$ cat config.mk
export PLATFORM = sky130hd
export DESIGN_NAME = serial_burst_router
export DESIGN_NICKNAME = d
export VERILOG_FILES = /design/src/rtl/serial_burst_router.sv
export SDC_FILE = /design/constraint.sdc
export NUM_CORES = 1
export LEC_CHECK = 0
export ABC_AREA = 0
export CAP_MARGIN = 25
export CORE_MARGIN = 1
export CORE_UTILIZATION = 45
export CTS_BUF_LIST = sky130_fd_sc_hd__clkbuf_16
export CTS_CLUSTER_SIZE = 16
export DETAILED_ROUTE_END_ITERATION = 16
export PLACE_DENSITY = 0.74
export SYNTH_ARGS = -nofsm -noshare
export SYNTH_HDL_FRONTEND = slang
export SYNTH_SLANG_ARGS = --single-unit
$ cat constraint.sdc
create_clock -name clk -period 3.4 [get_ports clk]
set_input_delay 0.51 -clock clk [delete_from_list [all_inputs] [get_ports clk]]
set_output_delay 0.51 -clock clk [all_outputs]
set_load 0.03 [all_outputs]
$ cat src/rtl/serial_burst_router.sv
// serial_burst_router: routes one selected serial lane for a counted burst,
// pulses done at the end and keeps the newest DATA_W bits in a capture register.
module serial_burst_router #(
    parameter int N_CH   = 4,
    parameter int SEL_W  = 2,
    parameter int CNT_W  = 8,
    parameter int DATA_W = 8
) (
    input  logic              clk,
    input  logic              rst,
    input  logic              start,
    input  logic [CNT_W-1:0]  nt,
    input  logic [SEL_W-1:0]  sel,
    input  logic              abort,
    input  logic [N_CH-1:0]   ser_in,
    output logic [N_CH-1:0]   ser_out,
    output logic              busy,
    output logic              done,
    output logic [CNT_W-1:0]  bit_cnt,
    output logic [DATA_W-1:0] cap_data
);

    typedef enum logic [1:0] {
        IDLE,
        XFER,
        DONE
    } state_t;

    state_t            state;
    logic [CNT_W-1:0]  nt_q;
    logic [SEL_W-1:0]  sel_q;
    logic              lane_bit;
    logic [N_CH-1:0]   lane_mask;
    logic [CNT_W-1:0]  cnt_nxt;

    // An out-of-range select matches no lane: mask and bit stay 0.
    always_comb begin
        lane_bit  = 1'b0;
        lane_mask = '0;
        for (int i = 0; i < N_CH; i++) begin
            if (sel_q == SEL_W'(i)) begin
                lane_bit     = ser_in[i];
                lane_mask[i] = 1'b1;
            end
        end
    end

    assign cnt_nxt = bit_cnt + CNT_W'(1);

    always_ff @(posedge clk or posedge rst) begin
        if (rst) begin
            state    <= IDLE;
            nt_q     <= '0;
            sel_q    <= '0;
            ser_out  <= '0;
            busy     <= 1'b0;
            done     <= 1'b0;
            bit_cnt  <= '0;
            cap_data <= '0;
        end else begin
            unique case (state)
                IDLE: begin
                    if (start) begin
                        nt_q     <= nt;
                        sel_q    <= sel;
                        bit_cnt  <= '0;
                        cap_data <= '0;
                        busy     <= 1'b1;
                        if (nt == '0) begin
                            state <= DONE;
                            done  <= 1'b1;
                        end else begin
                            state <= XFER;
                        end
                    end
                end
                XFER: begin
                    // Abort wins over the bit sampled on this edge.
                    if (abort) begin
                        state   <= IDLE;
                        busy    <= 1'b0;
                        ser_out <= '0;
                    end else begin
                        ser_out  <= {N_CH{lane_bit}} & lane_mask;
                        cap_data <= {cap_data[DATA_W-2:0], lane_bit};
                        bit_cnt  <= cnt_nxt;
                        if (cnt_nxt == nt_q) begin
                            state <= DONE;
                            done  <= 1'b1;
                        end
                    end
                end
                DONE: begin
                    state   <= IDLE;
                    done    <= 1'b0;
                    busy    <= 1'b0;
                    ser_out <= '0;
                end
                default: begin
                    state   <= IDLE;
                    done    <= 1'b0;
                    busy    <= 1'b0;
                    ser_out <= '0;
                end
            endcase
        end
    end

endmodule

==> results_dict.tcl, run 1 <==
set metrics [dict create \
    outcome "finished, final reports clean" \
    avgSynthCellArea_um2 10.2 \
    hold_ws_ns 0.475 \
    die_y_um 62.4 \
    power.density_mw_per_mm2 797 \
    yosysUniqueCellTypes 33 \
    finalClockSkew_ns 0.00445 \
    p_int_w 0.00110 \
    final_max_slew_viol_count 0 \
    cts_hold_buffers 0 \
    area_delta_synth_final_pct 34.6 \
    dieArea_mm2 0.00390 \
    finalPower_w 0.00176 \
    yosysTopAreaCell "dfrtp_1" \
    post-route-period-util_pct 67.5 \
    syn_inst 161 \
    synthesis.area_mm2 0.00164 \
    power_frac_seq_pct 37.4 \
    synth_seq_cells 34 \
    synthTopCellsByCount "dfrtp_1 (34), nand2_1 (28), o21ai_0 (21)" \
    num_io_pins 40 \
    p_leak_nw 0.892 \
    wirelength_mm 3.55 \
    min_period_ns 2.29 \
    synth_edf_count 0 \
    grt_use_met3_pct 3.83 \
    max_freq_mhz 436 \
    reg2reg_to "bit_cnt[5]" \
    nFillCells 268 \
    rsz0062_at_grt "no" \
    synth_area_leaders "dfrtp_1 (52%), mux2_2 (7.5%), nand2_1 (6.4%)" \
    post-place-ws_ns 1.03 \
    reg2reg_slack_ns 1.11 \
    io_buffers 39 \
    cts_resized 0 \
    globalplace.congestion 0.801 \
    clkLatencyLatePin_ns 0.27 \
    antenna_left 0 \
    p_switching_w 0.000660 \
    vdd_drop_max_mv 0.410 \
    clock-sinks 34 \
    start_util_pct 48.1 \
    ys_warn_count 0 \
    endpoint_kind "flip-flop" \
    drc 0 \
    max-cap-violations 0 \
    dr_total_vias 1318 \
    drt_iter0_drc 65 \
    worst_pin_slew_ns 0.802 \
    clk_path_buf_depth 2 \
    drt_pass1_iterations 4 \
    hold_viol 0 \
    final-setup-viol-count 0 \
    grt_pass1_wl_mm 6.20 \
    yosysTopAreaCellShare_pct 51.8 \
    timing.rr.start "state[0]" \
    holdPathEnd "cap_data[7]" \
    drive_gt1_share_pct 11.8 \
    post-route-util_pct 64.7 \
    grt_start_max_net_pins 35 \
    syn_nets 180 \
    overflow 0 \
    critPathKind "flip-flop to flip-flop" \
    hp-class "flip-flop to flip-flop" \
    min_from "cap_data[7]" \
    start_kind "flip-flop" \
    yosysSeqAreaShare_pct 51.8 \
    grt_use_total_pct 20.4 \
    finalNetCount 221 \
    p_sw_share_pct 37.5 \
    core_mm2 0.00342 \
    cts_tree "built" \
    met1_usage_pct 25.1 \
    rows 21 \
    grt_pass1_vias 1337 \
    antenna_found_initial 0 \
    fp.dieW_um 62.4 \
    multi_input_area_um2 759 \
    cp.required_ns 3.55 \
    power_frac_comb_pct 38.3 \
    max_slew_margin_pct 46.5 \
    n_antenna_cell 0 \
    worst-path-max-fanout 24 \
    cts_inserted_buffers 5 \
    path_clk_slew_ns 0.05 \
    async_flop_share_pct 100 \
    synth.most_common_cell "dfrtp_1" \
    wl_per_cell_um 14.2 \
    use_met2_pct 35.5 \
    gr-max-usage-layer "met2" \
    via_per_inst 5.29 \
    reg2reg_depth 5 \
    ys.flop_type "dfrtp_1" \
    ff_latch_area_um2 851 \
    clockPowerShare_pct 24.3 \
    tns_ns 0 \
    cts_setup_buffers 0 \
    dp.final_hpwl_mm 2.48 \
    fin_ws_ns 1.11 \
    cp.arrival_ns 2.45 \
    root_buffer "clkbuf_16" \
    hold_depth 2 \
    htreeDepth 2 \
]
how the worst max path moves through the flow:
| stage | from | endpoint | slack [ns] | depth (start not counted) |
|---|---|---|---|---|
| final | state[0] | bit_cnt[5] | 1.11 | 5 |
| after global placement | start | bit_cnt[3] | 1.12 | 5 |
| after CTS | state[0] | bit_cnt[5] | 1.14 | 5 |
| after global routing | state[0] | bit_cnt[5] | 0.82 | 5 |
| after floorplan | bit_cnt[0] | state[1] | 1.56 | 6 |
| after detailed placement | start | bit_cnt[5] | 1.03 | 5 |
worst max-delay path: stages, from the launching register on:
cell and delay [ns]:
dfrtp_1 0.39, nor2b_1 0.53, nor2b_1 0.57, nor2_2 0.32, o21ai_0 0.25, o21ai_0 0.11
flip-flops by register name (all words and copies together), names as in the netlist:
signal,flops
state,2
sel_q,2
cap_data,8
nt_q,8
done,1
bit_cnt,8
busy,1
ser_out,4
power groups by stage:
stage	registers [W]	logic, W	clock network, W
floorplan	0.000742	0.000365	0
global placement	0.000654	0.000651	0
detailed placement	0.000659	0.000669	0
CTS	0.000656	0.000679	0.000435
global route	0.000679	0.000736	0.000457
finish	0.000659	0.000674	0.000428
cell usage in the layout (no fill, tap or decap), drive strengths merged, types with 3 or more instances in the layout:
master         synthesis  routed
and3                   3       3
xor2                   3       3
nor2b                  3       3
a21oi                  4       4
nor2                   9       9
o21ai                 22      22
o31ai                  3       3
xnor2                 11      11
clkdlybuf4s50          0      39
nand2                 28      28
clkbuf                 1       5
mux2                  11      11
dfrtp                 34      34
nand3                  4       4
cell type report:
cell class | instances | area share [%]
Sequential cell | 34 | 38.5
Multi-Input combinational cell | 120 | 34.4
Timing Repair Buffer | 40 | 18.0
Clock buffer | 5 | 5.66
Tap cell | 46 | 2.60
Clock inverter | 3 | 0.736
Inverter | 1 | 0.170
metal layers:
layer	vias to the layer above	part of all wire (%)
li1	645	-
met1	627	45
met2	42	50
met3	4	4.2
met4	0	1.1
met5	-	0
cells by family (layout without fill, tap and decap cells):
family | after synthesis | count (layout) | share of synthesized area (%)
adders and majority gates | 1 | 1 | 0.761
and+or+nand+nor | 59 | 59 | 18.2
DFF | 34 | 34 | 51.8
buffers and inverters | 7 | 49 | 1.98
AOI/OAI and AO/OA | 35 | 35 | 12.3
xor gates and xnor gates | 14 | 14 | 7.46
muxes | 11 | 11 | 7.54
through the flow:
step / area (um^2) / cells
2_1_floorplan: 1640 / 161
3_5_place_dp: 2070 / 241
3_3_place_gp: 2070 / 241
4_1_cts: 2210 / 249
6_report: 2210 / 249
5_1_grt: 2210 / 249
Power figures use the tool's default switching activity.
==> run 2: changes to the inputs <==
--- a/config.mk
+++ b/config.mk
@@ -8,11 +8,11 @@
 export ABC_AREA = 0
 export CAP_MARGIN = 25
 export CORE_MARGIN = 1
-export CORE_UTILIZATION = 45
+export CORE_UTILIZATION = 44
 export CTS_BUF_LIST = sky130_fd_sc_hd__clkbuf_16
 export CTS_CLUSTER_SIZE = 16
 export DETAILED_ROUTE_END_ITERATION = 16
-export PLACE_DENSITY = 0.74
+export PLACE_DENSITY = 0.75
 export SYNTH_ARGS = -nofsm -noshare
 export SYNTH_HDL_FRONTEND = slang
 export SYNTH_SLANG_ARGS = --single-unit
==> constraint.sdc (replaced) <==
create_clock -name clk -period 1.9 [get_ports clk]
set_input_delay 0.285 -clock clk [delete_from_list [all_inputs] [get_ports clk]]
set_output_delay 0.285 -clock clk [all_outputs]
set_load 0.03 [all_outputs]
==> results_dict.tcl, run 2 (same netlist as run 1, synthesis figures left out) <==
set metrics [dict create \
    rsz0062_at_grt "no" \
    fp.dieW_um 63.1 \
    drc 0 \
    layout_commonest_cell "clkdlybuf4s50_1" \
    endpoint_kind "flip-flop" \
    cp.required_ns 2.11 \
    globalplace.congestion 0.876 \
    max-cap-violations 0 \
    p_sw_share_pct 36.3 \
    tns_ns 0 \
    wl_per_cell_um 14.0 \
    max_slew_margin_pct 48.6 \
    met1Wirelength_mm 1.55 \
    wirelength_mm 3.57 \
    worst_pin_slew_ns 0.770 \
    cts_inserted_buffers 5 \
    nFillCells 293 \
    clockPowerShare_pct 23.3 \
    cts_hold_buffers 0 \
    power.density_mw_per_mm2 1410 \
    p_leak_nw 0.928 \
    reg_top3 "bit_cnt (8), cap_data (8), nt_q (8)" \
    area_delta_synth_final_pct 37.1 \
    power_frac_comb_pct 40.8 \
    cts_setup_buffers 0 \
    drt_iter0_drc 64 \
    root_buffer "clkbuf_16" \
    max_freq_mhz 564 \
    stdcell_area_mm2 0.00225 \
    ff_latch_area_um2 851 \
    top_layer "met4" \
    critPathKind "flip-flop to flip-flop" \
    power_frac_seq_pct 35.9 \
    die_y_um 63.1 \
    finalPower_w 0.00318 \
    final_max_slew_viol_count 0 \
    clkLatencyLatePin_ns 0.28 \
    finalNetCount 227 \
    outcome "finished, final reports clean" \
    multi_input_area_um2 759 \
    rows 21 \
    dr_total_vias 1339 \
    n_antenna_cell 0 \
    hp-class "input pin to async pin" \
    overflow 0 \
    core_mm2 0.00347 \
    clk_path_buf_depth 2 \
    vdd_drop_max_mv 0.825 \
    drt_pass1_iterations 4 \
    dr_wl_met2_mm 1.78 \
    p_switching_w 0.00116 \
    antenna_left 0 \
    final-setup-viol-count 0 \
    grt_start_max_net_pins 35 \
    finalClockSkew_ns 0.00341 \
    grt_use_total_pct 20.2 \
    place_inst 247 \
    worst-path-max-fanout 5 \
    hold_viol 0 \
    num_io_pins 40 \
    clock-sinks 34 \
    routed-wl-met3_um 160 \
    io_buffers 39 \
    htreeDepth 2 \
    cp.arrival_ns 1.99 \
    path_clk_slew_ns 0.05 \
    cts_resized 0 \
    post-route-period-util_pct 93.4 \
    place_area_mm2 0.00211 \
    grt_pass1_wl_mm 6.14 \
    start_kind "flip-flop" \
    final_cells 255 \
    drive_gt1_share_pct 13.9 \
    antenna_found_initial 0 \
    dieArea_mm2 0.00398 \
    grt_pass1_vias 1327 \
    start_util_pct 47.4 \
    final_cell_mix "clkdlybuf4s50_1 (39), dfrtp_1 (34), nand2_1 (28)" \
    dp.final_hpwl_mm 2.63 \
    via_per_inst 5.25 \
    p_int_w 0.00203 \
    min_period_ns 1.77 \
    cts_tree "built" \
]
==> run 2: cell types whose count changed in the layout (fill, tap and decap cells not counted) <==
cell / previous run / this run
clkinvlp_4: 1 / 0
buf_4: 1 / 7
inv_1: 1 / 2
==> run 2: stage by stage <==
stage | hold WS, ns | setup slack (ns) | utilization (%)
floorplan | 0.427 | 0.0570 | -
finish | 0.406 | 0.126 | 64.9
CTS | 0.427 | 0.129 | 64.9
detailed placement | 0.478 | 0.00291 | 61.0
global route | 0.482 | 0.000976 | 64.9
global placement | 0.462 | 0.0535 | 61.0
==> run 2: critical path, stage by stage, from the launching register on <==
cell and delay, ns:
dfrtp_1 0.38, ha_1 0.28, xor2_1 0.22, xnor2_1 0.15
nand4_1 0.16, nor4b_2 0.32, a22o_1 0.20
==> run 2: metal layers <==
metal,up-vias,global-route usage [%]
met5,-,0
li1,651,-
met3,7,4.17
met1,640,24.6
met4,0,9.88
met2,41,33.9
==> run 2: layout make-up <==
class	count	area share, %
flip-flops and latches	34	37.8
multi-input cells	120	33.7
repair buffers	46	19.7
clock buffers	5	5.56
well taps	46	2.56
clock inverters	3	0.556
inverters	1	0.167
==> run 2: final timing paths <==
check	slack, ns	end	cells after the start	from
setup / recovery	0.13	state[1]	6	bit_cnt[0]
hold / removal	0.41	cap_data[1]	3	rst
setup reg to reg	0.13	state[1]	6	bit_cnt[0]
hold reg to reg	0.48	ser_out[0]	2	ser_out[0]
max in group asynchronous	1.19	bit_cnt[7]	3	rst
min in group clk	0.48	ser_out[0]	2	ser_out[0]
==> run 2: power by group through the flow <==
stage          Clock (W)  Sequential (W)  Combinational [W]
4_1_cts         0.000760         0.00114            0.00131
5_1_grt         0.000797         0.00117            0.00142
2_1_floorplan          0         0.00133           0.000653
6_report        0.000743         0.00114            0.00130
3_3_place_gp           0         0.00114            0.00126
3_5_place_dp           0         0.00116            0.00130
==> run 3: changes to the inputs <==
--- a/config.mk
+++ b/config.mk
@@ -5,10 +5,11 @@
 export SDC_FILE = /design/constraint.sdc
 export NUM_CORES = 1
 export LEC_CHECK = 0
-export ABC_AREA = 0
+export ABC_AREA = 1
 export CAP_MARGIN = 25
+export CORE_ASPECT_RATIO = 2
 export CORE_MARGIN = 1
-export CORE_UTILIZATION = 44
+export CORE_UTILIZATION = 45
 export CTS_BUF_LIST = sky130_fd_sc_hd__clkbuf_16
 export CTS_CLUSTER_SIZE = 16
 export DETAILED_ROUTE_END_ITERATION = 16
==> constraint.sdc (replaced) <==
create_clock -name clk -period 1.9 [get_ports clk]
set_input_delay 0.38 -clock clk [delete_from_list [all_inputs] [get_ports clk]]
set_output_delay 0.38 -clock clk [all_outputs]
set_load 0.03 [all_outputs]
==> results_dict.tcl, run 3 <==
set metrics [dict create \
    outcome "finished, final reports clean" \
    synth_adder_area_share_pct 0.680 \
    cts_inserted_buffers 5 \
    crit_family "buffers and inverters" \
    die_y_um 92.4 \
    antenna_left 0 \
    place_area_mm2 0.00233 \
    stdcell_area_mm2 0.00256 \
    worst_pin_slew_ns 0.427 \
    syn_inst 248 \
    cp.arrival_ns 1.42 \
    wirelength_mm 4.56 \
    synth.most_common_cell "nand2_1" \
    cp_slowest_cell "clkdlybuf4s50_1" \
    yosysSeqAreaShare_pct 46.3 \
    synthesis.area_mm2 0.00184 \
    wl_per_cell_um 13.0 \
    htreeDepth 2 \
    post-place-ws_ns 0.0929 \
    ys_warn_count 0 \
    finalClockSkew_ns 0.00533 \
    tns_ns 0 \
    avgSynthCellArea_um2 7.42 \
    drive_gt1_share_pct 11.4 \
    grt_pass1_wl_mm 7.77 \
    grt_use_total_pct 24.9 \
    grt_pass1_vias 1764 \
    reg_top3 "bit_cnt (8), cap_data (8), nt_q (8)" \
    cp.required_ns 1.52 \
    final_max_slew_viol_count 0 \
    max-cap-violations 0 \
    antenna_found_initial 0 \
    max_freq_mhz 556 \
    worst-path-max-fanout 6 \
    ys.flop_type "dfrtp_1" \
    clock-sinks 34 \
    root_buffer "clkbuf_16" \
    via_per_inst 5.11 \
    clkLatencyLatePin_ns 0.28 \
    grt_start_max_net_pins 35 \
    yosysUniqueCellTypes 27 \
    rows 32 \
    drt_iter0_drc 52 \
    endpoint_kind "primary output" \
    layout_commonest_cell "nand2_1" \
    synth_mux_area_share_pct 0 \
    post-route-period-util_pct 94.6 \
    cts_hold_buffers 0 \
    synthTopCellsByCount "nand2_1 (74), dfrtp_1 (34), inv_1 (33)" \
    rsz0062_at_grt "no" \
    cpPeakStageDelay_ns 0.70 \
    hold_viol 0 \
    synth_top_family_by_area "simple AND/OR/NAND/NOR gates" \
    yosysTopAreaCell "dfrtp_1" \
    yosysTopAreaCellShare_pct 46.3 \
    reg2reg_slack_ns 0.15 \
    async_flop_share_pct 100 \
    n_antenna_cell 0 \
    synth_seq_cells 34 \
    critPathKind "flip-flop to primary output" \
    path_clk_slew_ns 0.06 \
    io_buffers 39 \
    syn_nets 267 \
    max_slew_margin_pct 71.5 \
    min_period_ns 1.80 \
    finalPower_w 0.00379 \
    hold_ws_ns 0.486 \
    drt_pass1_iterations 4 \
    start_util_pct 47.4 \
    synth_xor_area_share_pct 0.952 \
    final_cell_mix "nand2_1 (73), clkdlybuf4s50_1 (39), inv_1 (33), dfrtp_1 (33), nand3_1 (31)" \
    path_cells "clkdlybuf4s50_1" \
    dr_total_vias 1789 \
    p_leak_nw 1.21 \
    start_kind "flip-flop" \
    area_delta_synth_final_pct 39.5 \
    synth_compound_area_share_pct 11.3 \
    cts_tree "built" \
    overflow 0 \
    power.density_mw_per_mm2 1480 \
    worst-path-buf-inv 1 \
    finalNetCount 317 \
    vdd_drop_max_mv 1.04 \
    num_io_pins 40 \
    hp-class "input pin to async pin" \
    dp.final_hpwl_mm 3.33 \
    synth_edf_count 0 \
    fp.dieW_um 47.2 \
    fin_ws_ns 0.102 \
    drc 0 \
    final-setup-viol-count 0 \
    core_mm2 0.00388 \
    clk_path_buf_depth 2 \
    dieArea_mm2 0.00436 \
    synthSimpleGateAreaFrac_pct 31.8 \
    globalplace.congestion 0.853 \
    synth_area_leaders "dfrtp_1 (46%), nand2_1 (15%), nand3_1 (8.4%)" \
]
-- run 3: what timing repair did --
item                                    CTS  global route
endpoints found under the setup margin    0             3
gates resized for setup                   0             4
buffers inserted                          0             1
-- run 3: layout make-up --
class	count	area, um^2
timing repair buffer	47	475
clock inverter	3	68.8
multi-input combinational	172	837
tap	51	63.8
inverter	38	143
fill	342	1320
clock buffer	5	125
sequential	34	852
-- run 3: power by group --
| part | internal [W] | switching [W] |
|---|---|---|
| Combinational | 0.000633 | 0.000954 |
| Clock | 0.000754 | 0.000317 |
| Sequential | 0.000944 | 0.000188 |
| Total | 0.00233 | 0.00146 |
-- run 3: cells by family (layout without fill, tap and decap cells) --
kind of cell	Yosys count	after routing
compound gates	38	38
flops	34	34
simple gates	131	131
xor+xnor	2	2
buf+inv	42	93
fa+ha+maj	1	1
-- run 3: metal layers --
layer / up-vias / routed length (um) / global-route usage [%]
met5: - / 0 / 0
met4: 0 / 172 / 13.8
met3: 15 / 115 / 4.48
met2: 48 / 2610 / 41.9
met1: 827 / 1660 / 27.6
li1: 899 / - / -
-- run 3: tightest hold or removal path, cell delays in order --
cell	delay, ns
clkdlybuf4s50_1	0.39
inv_1	0.05
buf_4	0.37
-- run 3: worst paths after layout --
kind / from / to / depth (start not counted)
setup / recovery: bit_cnt[3] / bit_cnt[3] / 1
hold / removal: rst / cap_data[3] / 3
setup reg to reg: bit_cnt[0] / done / 13
hold reg to reg: cap_data[7] / cap_data[7] / 2
max in group asynchronous: rst / bit_cnt[1] / 3
min in group clk: cap_data[7] / cap_data[7] / 2
-- run 3: metrics by stage --
step	cells	util, %
after floorplan	248	-
after global placement	341	60.1
after detailed placement	341	60.1
after CTS	349	65.1
after global routing	350	66.0
final	350	66.0
